## config.mk

```make
export PLATFORM = sky130hd
export DESIGN_NAME = pipelined_adder_nbit_flat
export DESIGN_NICKNAME = d
export VERILOG_FILES = /design/src/rtl/adder_pkg.sv /design/src/rtl/pipelined_adder_nbit_if.sv /design/src/rtl/adder_stage.sv /design/src/rtl/pipelined_adder_nbit.sv /design/src/flat_wrapper.sv
export SDC_FILE = /design/constraint.sdc
export NUM_CORES = 1
export LEC_CHECK = 0
export ABC_CLOCK_PERIOD_IN_PS = 3750
export CORE_MARGIN = 2
export CORE_UTILIZATION = 50
export DETAILED_ROUTE_END_ITERATION = 7
export DONT_BUFFER_PORTS = 1
export SLEW_MARGIN = 20
export SYNTH_ARGS = -nofsm -noshare
export SYNTH_HDL_FRONTEND = slang
export SYNTH_SLANG_ARGS = --single-unit
export TNS_END_PERCENT = 30
```

## constraint.sdc

```tcl
create_clock -name clk -period 3.75 [get_ports clk]
set_input_delay 0.1875 -clock clk [delete_from_list [all_inputs] [get_ports clk]]
set_output_delay 0.1875 -clock clk [all_outputs]
set_load 0.05 [all_outputs]
```

## src/rtl/adder_pkg.sv

```systemverilog
// Shared types and constants for the bit-pipelined adder/subtractor.
package adder_pkg;

  localparam logic ADD = 1'b0;
  localparam logic SUB = 1'b1;

  localparam int MAX_WIDTH = 32;

  // One pipeline stage's worth of state. Vectors are sized for the widest
  // legal adder and masked down to the configured WIDTH by each stage.
  // carry_prev keeps the carry that entered the stage, so that the final
  // stage can form the signed overflow as c(WIDTH) xor c(WIDTH-1).
  typedef struct packed {
    logic                 valid;
    logic [MAX_WIDTH-1:0] sum;
    logic                 carry;
    logic                 carry_prev;
    logic [MAX_WIDTH-1:0] a_rem;
    logic [MAX_WIDTH-1:0] b_rem;
  } stage_t;

  // Ones in bit positions 0..w-1, zeros above.
  function automatic logic [MAX_WIDTH-1:0] width_mask(input int w);
    logic [MAX_WIDTH-1:0] m;
    m = '0;
    for (int i = 0; i < MAX_WIDTH; i++) begin
      if (i < w) m[i] = 1'b1;
    end
    return m;
  endfunction

endpackage

```

## src/rtl/pipelined_adder_nbit_if.sv

```systemverilog
// Handshake and data bundle between the operand source, the adder and the
// result consumer.
interface pipelined_adder_nbit_if #(parameter int WIDTH = 8);

  logic             in_valid;
  logic             in_ready;
  logic [WIDTH-1:0] a;
  logic [WIDTH-1:0] b;
  logic             cin;
  logic             sub;
  logic             out_valid;
  logic             out_ready;
  logic [WIDTH-1:0] sum;
  logic             cout;
  logic             ovf;
  logic             ovf_sticky;
  logic             ovf_clr;

  modport master (
    output in_valid, a, b, cin, sub, out_ready, ovf_clr,
    input  in_ready, out_valid, sum, cout, ovf, ovf_sticky
  );

  modport slave (
    input  in_valid, a, b, cin, sub, out_ready, ovf_clr,
    output in_ready, out_valid, sum, cout, ovf, ovf_sticky
  );

endinterface

```

## src/rtl/adder_stage.sv

```systemverilog
// One bit of the ripple-carry chain: a full adder on bit STAGE_IDX plus
// registers carrying the partial sum, the carry and the unused operand bits
// on to the next stage.
module adder_stage
  import adder_pkg::*;
#(
  parameter int STAGE_IDX = 0,
  parameter int WIDTH     = 8
) (
  input  logic   clk,
  input  logic   rst,
  input  logic   en,
  input  stage_t d,
  output stage_t q
);

  localparam logic [MAX_WIDTH-1:0] KEEP_MASK = width_mask(WIDTH);

  logic   a_bit;
  logic   b_bit;
  logic   s_bit;
  logic   c_out;
  stage_t nxt;

  // Full-adder on this stage's bit; the consumed operand bits are zeroed so
  // only the not-yet-used bits travel on.
  always_comb begin
    a_bit = d.a_rem[STAGE_IDX];
    b_bit = d.b_rem[STAGE_IDX];
    s_bit = a_bit ^ b_bit ^ d.carry;
    c_out = (a_bit & b_bit) | (d.carry & (a_bit ^ b_bit));

    nxt                  = d;
    nxt.sum[STAGE_IDX]   = s_bit;
    nxt.carry_prev       = d.carry;
    nxt.carry            = c_out;
    nxt.a_rem[STAGE_IDX] = 1'b0;
    nxt.b_rem[STAGE_IDX] = 1'b0;
    nxt.sum              = nxt.sum   & KEEP_MASK;
    nxt.a_rem            = nxt.a_rem & KEEP_MASK;
    nxt.b_rem            = nxt.b_rem & KEEP_MASK;
  end

  // Stage register; holds while the pipe is stalled.
  always_ff @(posedge clk or posedge rst) begin
    if (rst) begin
      q <= '0;
    end else if (en) begin
      q <= nxt;
    end
  end

endmodule

```

## src/rtl/pipelined_adder_nbit.sv

```systemverilog
// WIDTH-bit adder/subtractor pipelined one bit per stage, with valid/ready
// flow control, a global stall and a sticky signed-overflow flag.
module pipelined_adder_nbit
  import adder_pkg::*;
#(
  parameter int WIDTH = 8
) (
  input  logic                   clk,
  input  logic                   rst,
  pipelined_adder_nbit_if.slave  bus
);

  stage_t entry;
  stage_t chain [WIDTH];
  logic   stall;
  logic   en;
  logic   ovf_sticky_q;

  // The whole pipe freezes only when a valid result is waiting on the
  // consumer; bubbles at the output never block the pipe.
  assign stall        = bus.out_valid & ~bus.out_ready;
  assign en           = ~stall;
  assign bus.in_ready = ~stall;

  // Subtraction is a + ~b + 1, so the mode is folded into the operands and
  // the carry-in before the first stage sees them.
  always_comb begin
    entry                  = '0;
    entry.valid            = bus.in_valid;
    entry.carry            = (bus.sub == SUB) ? 1'b1 : bus.cin;
    entry.a_rem[WIDTH-1:0] = bus.a;
    entry.b_rem[WIDTH-1:0] = (bus.sub == SUB) ? ~bus.b : bus.b;
  end

  for (genvar s = 0; s < WIDTH; s++) begin : g_stage
    if (s == 0) begin : g_first
      adder_stage #(.STAGE_IDX(s), .WIDTH(WIDTH)) u_stage (
        .clk (clk),
        .rst (rst),
        .en  (en),
        .d   (entry),
        .q   (chain[s])
      );
    end else begin : g_rest
      adder_stage #(.STAGE_IDX(s), .WIDTH(WIDTH)) u_stage (
        .clk (clk),
        .rst (rst),
        .en  (en),
        .d   (chain[s-1]),
        .q   (chain[s])
      );
    end
  end

  assign bus.out_valid  = chain[WIDTH-1].valid;
  assign bus.sum        = chain[WIDTH-1].sum[WIDTH-1:0];
  assign bus.cout       = chain[WIDTH-1].carry;
  assign bus.ovf        = chain[WIDTH-1].carry ^ chain[WIDTH-1].carry_prev;
  assign bus.ovf_sticky = ovf_sticky_q;

  // Sticky overflow: an overflowing result leaving the adder sets it, and a
  // set in the same cycle as a clear takes priority.
  always_ff @(posedge clk or posedge rst) begin
    if (rst) begin
      ovf_sticky_q <= 1'b0;
    end else if (bus.out_valid && bus.out_ready && bus.ovf) begin
      ovf_sticky_q <= 1'b1;
    end else if (bus.ovf_clr) begin
      ovf_sticky_q <= 1'b0;
    end
  end

endmodule

```

## src/flat_wrapper.sv

```systemverilog
// flat-port wrapper written by rule: the top's interface ports become plain ports
module pipelined_adder_nbit_flat import adder_pkg::*;
#(
  parameter int WIDTH = 8
)
  (clk, rst, bus_in_valid, bus_a, bus_b, bus_cin, bus_sub, bus_out_ready, bus_ovf_clr, bus_in_ready, bus_out_valid, bus_sum, bus_cout, bus_ovf, bus_ovf_sticky);
  pipelined_adder_nbit_if #(.WIDTH(WIDTH)) bus_i ();
  input  logic clk;
  input  logic rst;
  input wire logic [$bits(bus_i.in_valid)-1:0] bus_in_valid;
  input wire logic [$bits(bus_i.a)-1:0] bus_a;
  input wire logic [$bits(bus_i.b)-1:0] bus_b;
  input wire logic [$bits(bus_i.cin)-1:0] bus_cin;
  input wire logic [$bits(bus_i.sub)-1:0] bus_sub;
  input wire logic [$bits(bus_i.out_ready)-1:0] bus_out_ready;
  input wire logic [$bits(bus_i.ovf_clr)-1:0] bus_ovf_clr;
  output wire logic [$bits(bus_i.in_ready)-1:0] bus_in_ready;
  output wire logic [$bits(bus_i.out_valid)-1:0] bus_out_valid;
  output wire logic [$bits(bus_i.sum)-1:0] bus_sum;
  output wire logic [$bits(bus_i.cout)-1:0] bus_cout;
  output wire logic [$bits(bus_i.ovf)-1:0] bus_ovf;
  output wire logic [$bits(bus_i.ovf_sticky)-1:0] bus_ovf_sticky;
  assign bus_i.in_valid = bus_in_valid;
  assign bus_i.a = bus_a;
  assign bus_i.b = bus_b;
  assign bus_i.cin = bus_cin;
  assign bus_i.sub = bus_sub;
  assign bus_i.out_ready = bus_out_ready;
  assign bus_i.ovf_clr = bus_ovf_clr;
  assign bus_in_ready = bus_i.in_ready;
  assign bus_out_valid = bus_i.out_valid;
  assign bus_sum = bus_i.sum;
  assign bus_cout = bus_i.cout;
  assign bus_ovf = bus_i.ovf;
  assign bus_ovf_sticky = bus_i.ovf_sticky;
  pipelined_adder_nbit #(.WIDTH(WIDTH)) u_core (.clk(clk), .rst(rst), .bus(bus_i));
endmodule
```

==> results.toml, run 1 <==
[outcome]
status = "complete, no violations"

[routing]
drtIter0Drc = 64
post_drt_via_cell_ratio = 5.10
drtPass1Iterations = 4
final_antenna_net_count = 0
drc = 0
num_vias = 1949
wl_per_cell_um = 14.6
wl_um = 5580

[clock_tree]
postCtsSetupRepairBufs = 0
cts-buffers-inserted = 9
cts_max_level = 3
clk_pin_slew_ps = 110
cts_tree = "yes"
clock_tree.buffer_depth = 2
clk_latency_ps = 370
root_buffer = "clkbuf_8"
cts_hold_buf = 11
cts-resized-gates = 0
clock-sinks = 110

[global_routing]
grt_max_degree = 65
grt_pass1_vias = 2048
track_usage_pct = 12.9
grt_overflow = 0
grt_antenna_before_repair = 0
grt_pass1_wl_um = 9880

[timing]
worstMarginPinSlew_ps = 1070
final.setup.tns_ps = 0
hold_viol_final = 0
final-max-slew-violation-count = 0
fin_skew_ps = 13.3
timing.final.crit_share_pct = 64.7
setup_violations = 0
finalCriticalPeriod_ps = 2430
grt_setup_unrepaired = "no"
timing.slew.headroom_pct = 28.3
fmax_mhz = 412

[power]
ir_drop_mv = 0.305
leakage_nw = 2.00
powerDensity_nw_per_um2 = 864

[worst_setup_path]
cp.arrival_ps = 2730
critical_path_class = "reg2reg"
crit_fanout = 3
cp-start-kind = "register"
required_ps = 4060
end_kind = "register"

[synthesis]
synth_area_um2 = 4440
ys_seq_area_share_pct = 61.9
syn_inst = 262
ys_warn_count = 0
ys_types = 13
synth_fp_nets = 293
syn_area_per_cell_um2 = 17.0
ys_ff_latch = 110

[floorplan]
start_util_pct = 51.2
fp-row-count = 34
die_area_um2 = 9660
die-width_um = 98.3
die_h_um = 98.3
io_pins = 36
core_um2 = 8680

[worst_hold_path]
min_path_type = "in2reg"

[cells_and_area]
syn2layout_area_growth_pct = 6.70
fin_util_pct = 54.6
diodes = 0
fin_nets = 300
nFillCells = 745
drive_above_1_share_pct = 48.5

[placed_design]
place_congestion = 0.633
hpwl_um = 3520
io_buffers = 0

[run]
timing.max_cap.violations = 0
[final timing paths]
path	end	depth (start not counted)	start	slack, ps
worst max-delay path	u_core.bus.ovf_sticky	3	u_core.g_stage[7].g_rest.u_stage.q[65]	1320
worst min-delay path	u_core.g_stage[0].g_first.u_stage.q[7]	2	bus_sub	90
worst max register to register	u_core.bus.ovf_sticky	3	u_core.g_stage[7].g_rest.u_stage.q[65]	1320
worst min register to register	u_core.g_stage[7].g_rest.u_stage.q[98]	1	u_core.g_stage[6].g_rest.u_stage.q[98]	480
max in group asynchronous	u_core.g_stage[5].g_rest.u_stage.q[71]	3	rst	2490
min in group asynchronous	u_core.g_stage[6].g_rest.u_stage.q[67]	2	rst	430
[synth_stat cells]
master	number	area share [%]
mux2_2	108	27
buf_6	11	2.8
buf_4	8	1.4
nand2b_1	1	0.14
nor2b_4	1	0.31
dfrtp_1	110	62
inv_1	2	0.17
fa_1	8	3.6
buf_2	1	0.11
xor2_1	9	1.8
a32o_1	1	0.23
inv_2	1	0.084
or2_2	1	0.14
[sequential cells by signal, summed over array words and instances (netlist names)]
register                          count
u_core.g_stage.g_first.u_stage.q     17
u_core.g_stage.g_rest.u_stage.q      92
u_core.bus.ovf_sticky                 1
[layout by cell type (no fill, tap or decap)]
| cell | synthesis | routed |
|---|---|---|
| dfrtp_1 | 110 | 110 |
| clkinvlp_4 | 0 | 1 |
| a32o_1 | 1 | 1 |
| clkinv_2 | 0 | 1 |
| xor2_1 | 9 | 9 |
| inv_2 | 1 | 1 |
| buf_4 | 8 | 5 |
| or2_2 | 1 | 1 |
| bufinv_16 | 0 | 1 |
| clkbuf_8 | 0 | 9 |
| inv_1 | 2 | 1 |
| dlygate4sd3_1 | 0 | 11 |
| mux2_2 | 108 | 108 |
| inv_4 | 0 | 1 |
| fa_1 | 8 | 8 |
| inv_6 | 0 | 4 |
| nor2b_4 | 1 | 1 |
| nand2b_1 | 1 | 1 |
[logic make-up (layout without fill, tap and decap cells)]
group	Yosys count	after routing	synth area share, %
fa+ha+maj	8	8	3.60
compound gates	1	1	0.225
flops	110	110	61.9
buf+inv	23	35	4.50
mux	108	108	27.4
simple gates	3	3	0.591
xor+xnor	9	9	1.77
[critical path, stage by stage, from the launching register on]
cell	delay, ps
dfrtp_1	670
xor2_1	890
a32o_1	270
dlygate4sd3_1	540
[layer usage]
metal	wire [µm]	track usage (%)	share of wire, %	vias up
met5	0	0	0	-
met3	277	4.22	5.0	13
met2	2450	19.4	44	35
met1	2720	17.0	49	987
met4	126	6.32	2.3	0
li1	-	-	-	914
[where the power goes]
group          internal [mW]  switching, mW  total, mW
clock network          0.318          0.411      0.729
registers               1.76          0.515       2.27
logic                  0.700          0.396       1.10
total                   2.77           1.32       4.10
[through the flow]
stage | hold WS (ps) | setup slack (ps) | total power, mW | std cells | area [µm²]
after global routing | 86.2 | 1240 | 4.39 | 382 | 4740
after CTS | 77.9 | 1320 | 4.16 | 382 | 4740
final | 91.9 | 1320 | 4.10 | 382 | 4740
after detailed placement | 270 | 1550 | 3.42 | 355 | 4430
after global placement | 262 | 1590 | 3.36 | 355 | 4430
after floorplan | 338 | 660 | 3.31 | 262 | 4440
[cell type report]
type | count | area [µm²] | area share (%)
flip-flops and latches | 110 | 2750 | 58.0
multi-input cells | 129 | 1490 | 31.5
repair buffers | 16 | 148 | 3.11
well taps | 108 | 135 | 2.85
clock buffers | 9 | 124 | 2.61
clock inverters | 7 | 77.6 | 1.64
inverters | 3 | 13.8 | 0.290
No activity file was read; power rests on OpenSTA's default activity.
==> inputs of run 2 (changes only) <==
--- a/config.mk
+++ b/config.mk
@@ -5,11 +5,12 @@
 export SDC_FILE = /design/constraint.sdc
 export NUM_CORES = 1
 export LEC_CHECK = 0
-export ABC_CLOCK_PERIOD_IN_PS = 3750
+export ABC_CLOCK_PERIOD_IN_PS = 2160
 export CORE_MARGIN = 2
 export CORE_UTILIZATION = 50
 export DETAILED_ROUTE_END_ITERATION = 7
 export DONT_BUFFER_PORTS = 1
+export PLACE_DENSITY = 0.68
 export SLEW_MARGIN = 20
 export SYNTH_ARGS = -nofsm -noshare
 export SYNTH_HDL_FRONTEND = slang
==> constraint.sdc (replaced) <==
create_clock -name clk -period 2.16 [get_ports clk]
set_input_delay 0.108 -clock clk [delete_from_list [all_inputs] [get_ports clk]]
set_output_delay 0.108 -clock clk [all_outputs]
set_load 0.05 [all_outputs]
==> results.toml, run 2 (synthesis gave the netlist of run 1 again) <==
[outcome]
status = "complete, no violations"

[global_routing]
track_usage_pct = 13.2
grt_overflow = 0
grt_pass1_wl_um = 10200
grt_max_degree = 111
grt_antenna_before_repair = 0
grt_pass1_vias = 2177

[clock_tree]
cts-buffers-inserted = 9
cts_max_level = 3
clk_latency_ps = 360
clock-sinks = 110
clk_pin_slew_ps = 90
cts_tree = "yes"
clock_tree.buffer_depth = 2
cts-resized-gates = 0
root_buffer = "clkbuf_8"

[worst_setup_path]
required_ps = 2400
crit_buf_inv = 2
cpPeakStageDelay_ps = 590
cp_cell_sequence = "xor2_1, buf_4, a32o_1, dlygate4sd3_1"
cp-start-kind = "register"
end_kind = "register"
critical_path_class = "reg2reg"
critPathTopFamily = "buffers and inverters"
crit_fanout = 3
cp.arrival_ps = 2210
r2r_setup_slack_ps = 190
cp_slowest_cell = "dfrtp_1"

[timing]
worstMarginPinSlew_ps = 674
final-max-slew-violation-count = 0
finalCriticalPeriod_ps = 1970
fin_ws_ps = 191
fin_skew_ps = 13.5
final.setup.tns_ps = 0
fmax_mhz = 508
fin_hold_ws_ps = 24.8
hold_viol_final = 0
timing.slew.headroom_pct = 55.1
grt_setup_unrepaired = "no"
timing.final.crit_share_pct = 91.2
setup_violations = 0

[routing]
drtIter0Drc = 65
final_antenna_net_count = 0
post_drt_via_cell_ratio = 5.17
wl_um = 5520
drtPass1Iterations = 2
drc = 0
num_vias = 1980
wl_per_cell_um = 14.4

[cells_and_area]
nFillCells = 751
drive_above_1_share_pct = 48.4
fin_nets = 301
syn2layout_area_growth_pct = 7.94
largest_reg_flops = 92
fin_cells = 383
fin_util_pct = 55.3
final_common_cell = "dfrtp_1"
layout_common_cells = "dfrtp_1, mux2_2, dlygate4sd3_1"
largest_register = "u_core.g_stage.g_rest.u_stage.q"
diodes = 0

[floorplan]
core_um2 = 8680
start_util_pct = 51.2
die-width_um = 98.3
die_h_um = 98.3
die_area_um2 = 9660
io_pins = 36
fp-row-count = 34

[power]
powerDensity_nw_per_um2 = 1510
ir_drop_mv = 0.662
leakage_nw = 2.02

[placed_design]
dp.cells = 356
place_congestion = 0.650
pre_cts_ws_ps = 566
hpwl_um = 3370
io_buffers = 0

[run]
timing.max_cap.violations = 0

[worst_hold_path]
min_path_type = "in2reg"
[run 2: changes by cell type in the layout (fill, tap and decap cells not counted), sizes merged]
cell	previous run	this run
clkinv	1	3
inv	7	3
buf	5	6
bufinv	1	2
clkbuf	9	10
[run 2: what timing repair did]
action,in CTS,in global routing
hold buffers,11,0
endpoints found under the hold margin,119,0
setup buffers,0,0
[run 2: per-stage QoR]
step / power, mW / instance area, µm²
after floorplan: 5.74 / 4450
final: 7.24 / 4800
after detailed placement: 6.00 / 4460
after global placement: 5.87 / 4460
after CTS: 7.37 / 4800
after global routing: 7.78 / 4800
[run 2: path summary, 6_finish.rpt]
kind                                                         from                                       to  cells past startpoint
max in group asynchronous                                     rst  u_core.g_stage[0].g_first.u_stage.q[66]                      3
setup reg to reg           u_core.g_stage[7].g_rest.u_stage.q[65]                    u_core.bus.ovf_sticky                      4
min in group asynchronous                                     rst   u_core.g_stage[7].g_rest.u_stage.q[66]                      3
setup / recovery           u_core.g_stage[7].g_rest.u_stage.q[65]                    u_core.bus.ovf_sticky                      4
hold reg to reg            u_core.g_stage[6].g_rest.u_stage.q[98]   u_core.g_stage[7].g_rest.u_stage.q[98]                      1
hold / removal                                           bus_b[5]   u_core.g_stage[0].g_first.u_stage.q[5]                      2
[run 2: layer usage]
layer	global-route usage (%)	share of wire, %	vias up
met1	16.7	48	1020
met5	0	0	-
met4	4.11	1.6	0
met3	5.01	4.6	9
li1	-	-	914
met2	21.1	46	37
[run 2: layout make-up]
type	instances	area [µm²]	share of cell area (%)
multi-input combinational	129	1490	31.1
clock buffer	10	128	2.66
inverter	3	15.0	0.313
clock inverter	6	95.1	1.98
sequential	110	2750	57.4
tap	108	135	2.82
timing repair buffer	17	180	3.76
[run 2: power by group]
group	total, mW	switching (mW)	internal (mW)
sequential	3.92	0.873	3.05
clock	1.32	0.660	0.664
combinational	2.00	0.734	1.26
==> inputs of run 3 (changes only) <==
--- a/config.mk
+++ b/config.mk
@@ -6,6 +6,7 @@
 export NUM_CORES = 1
 export LEC_CHECK = 0
 export ABC_CLOCK_PERIOD_IN_PS = 2160
+export CORE_ASPECT_RATIO = 1.1
 export CORE_MARGIN = 2
 export CORE_UTILIZATION = 50
 export DETAILED_ROUTE_END_ITERATION = 7
==> results.toml, run 3 (synthesis gave the netlist of run 1 again) <==
[worst_setup_path]
end_kind = "register"
cp_slowest_cell = "dfrtp_1"
required_ps = 2410
cp.arrival_ps = 2210
critical_path_class = "reg2reg"
cpPeakStageDelay_ps = 580
r2r_setup_slack_ps = 200
cp_cell_sequence = "xor2_1, buf_4, a32o_1, dlygate4sd3_1"
crit_fanout = 3
cp-start-kind = "register"

[clock_tree]
root_buffer = "clkbuf_8"
clk_latency_ps = 350
cts-buffers-inserted = 9
cts_max_level = 3
cts-resized-gates = 0
clock-sinks = 110
clock_tree.buffer_depth = 2
clk_pin_slew_ps = 100
cts_tree = "yes"

[timing]
worstMarginPinSlew_ps = 664
timing.slew.headroom_pct = 55.7
finalCriticalPeriod_ps = 1960
hold_viol_final = 0
setup_violations = 0
fmax_mhz = 510
fin_skew_ps = 12.3
final-max-slew-violation-count = 0
timing.final.crit_share_pct = 90.8
grt_setup_unrepaired = "no"
fin_hold_ws_ps = 26.3
final.setup.tns_ps = 0

[power]
leakage_nw = 2.01
ir_drop_mv = 0.546
finalPower_mw = 7.01
powerDensity_nw_per_um2 = 1460

[cells_and_area]
regArea_um2 = 2750
diodes = 0
fin_nets = 302
drive_above_1_share_pct = 48.6
largest_register = "u_core.g_stage.g_rest.u_stage.q"
syn2layout_area_growth_pct = 7.69
layout_common_cells = "dfrtp_1, mux2_2, dlygate4sd3_1"
final_common_cell = "dfrtp_1"
nFillCells = 741
largest_reg_flops = 92
multi_input_comb_area_um2 = 1490
final_area_um2 = 4790

[routing]
wl_per_cell_um = 13.6
drc = 0
drtPass1Iterations = 4
num_vias = 1969
final_antenna_net_count = 0
wl_um = 5320
drtIter0Drc = 66
post_drt_via_cell_ratio = 5.05

[global_routing]
grt_antenna_before_repair = 0
grt_pass1_wl_um = 9520
grt_pass1_vias = 2089
grt_max_degree = 71
grt_overflow = 0
track_usage_pct = 12.7

[outcome]
status = "complete, no violations"

[placed_design]
placed_area_um2 = 4490
hpwl_um = 3380
io_buffers = 0
place_congestion = 0.646

[floorplan]
start_util_pct = 50.9
io_pins = 36
die_area_um2 = 9660
core_um2 = 8740
fp-row-count = 36
die_h_um = 103
die-width_um = 93.9

[worst_hold_path]
min_path_type = "in2reg"

[run]
timing.max_cap.violations = 0
-- run 3: changes by cell type in the layout (fill, tap and decap cells not counted) --
cell        before  now
clkinvlp_4       1    2
buf_12           2    3
clkbuf_8         9   10
bufinv_16        2    0
-- run 3: final timing paths --
kind / from / end / depth (start not counted)
worst min register to register: u_core.g_stage[6].g_rest.u_stage.q[98] / u_core.g_stage[7].g_rest.u_stage.q[98] / 1
min in group asynchronous: rst / u_core.g_stage[7].g_rest.u_stage.q[68] / 3
worst max register to register: u_core.g_stage[7].g_rest.u_stage.q[65] / u_core.bus.ovf_sticky / 4
worst max-delay path: u_core.g_stage[7].g_rest.u_stage.q[65] / u_core.bus.ovf_sticky / 4
worst min-delay path: bus_b[6] / u_core.g_stage[0].g_first.u_stage.q[6] / 2
max in group asynchronous: rst / u_core.g_stage[3].g_rest.u_stage.q[37] / 3
-- run 3: layout make-up --
cell class	count	area share [%]
clock buffers	11	2.95
inverters	3	0.314
well taps	114	2.98
repair buffers	18	4.18
flip-flops and latches	110	57.5
clock inverters	5	0.889
multi-input cells	129	31.2
-- run 3: critical path: cells and delay by family, from the launching register on --
kind | cells | cell delay (ps)
compound gates | 1 | 270
xor+xnor | 1 | 240
buf+inv | 2 | 760
flops | 1 | 580
-- run 3: where the power goes --
group	internal, mW	total (mW)	switching (mW)
clock network	0.462	1.11	0.652
registers	3.05	3.91	0.858
logic	1.26	1.98	0.722
total	4.77	7.01	2.23
-- run 3: layer usage --
layer  up-vias  global-route usage, %  part of all wire [%]
li1        918                      -                     -
met1      1010                   16.7                    47
met2        32                   20.1                    47
met3         9                   3.07                   3.7
met4         0                   6.02                   1.8
met5         -                      0                     0
-- run 3: per-stage QoR --
| stage | cells | utilization [%] | worst slack, ps |
|---|---|---|---|
| finish | 390 | 54.8 | 200 |
| global route | 390 | 54.8 | 160 |
| CTS | 390 | 54.8 | 205 |
| detailed placement | 363 | 51.4 | 565 |
| global placement | 363 | 51.4 | 580 |
| floorplan | 262 | - | 345 |
-- run 3: timing repair --
action / in CTS / in global routing
endpoints found under the hold margin: 119 / 0
hold buffers: 11 / 0
setup buffers: 0 / 0
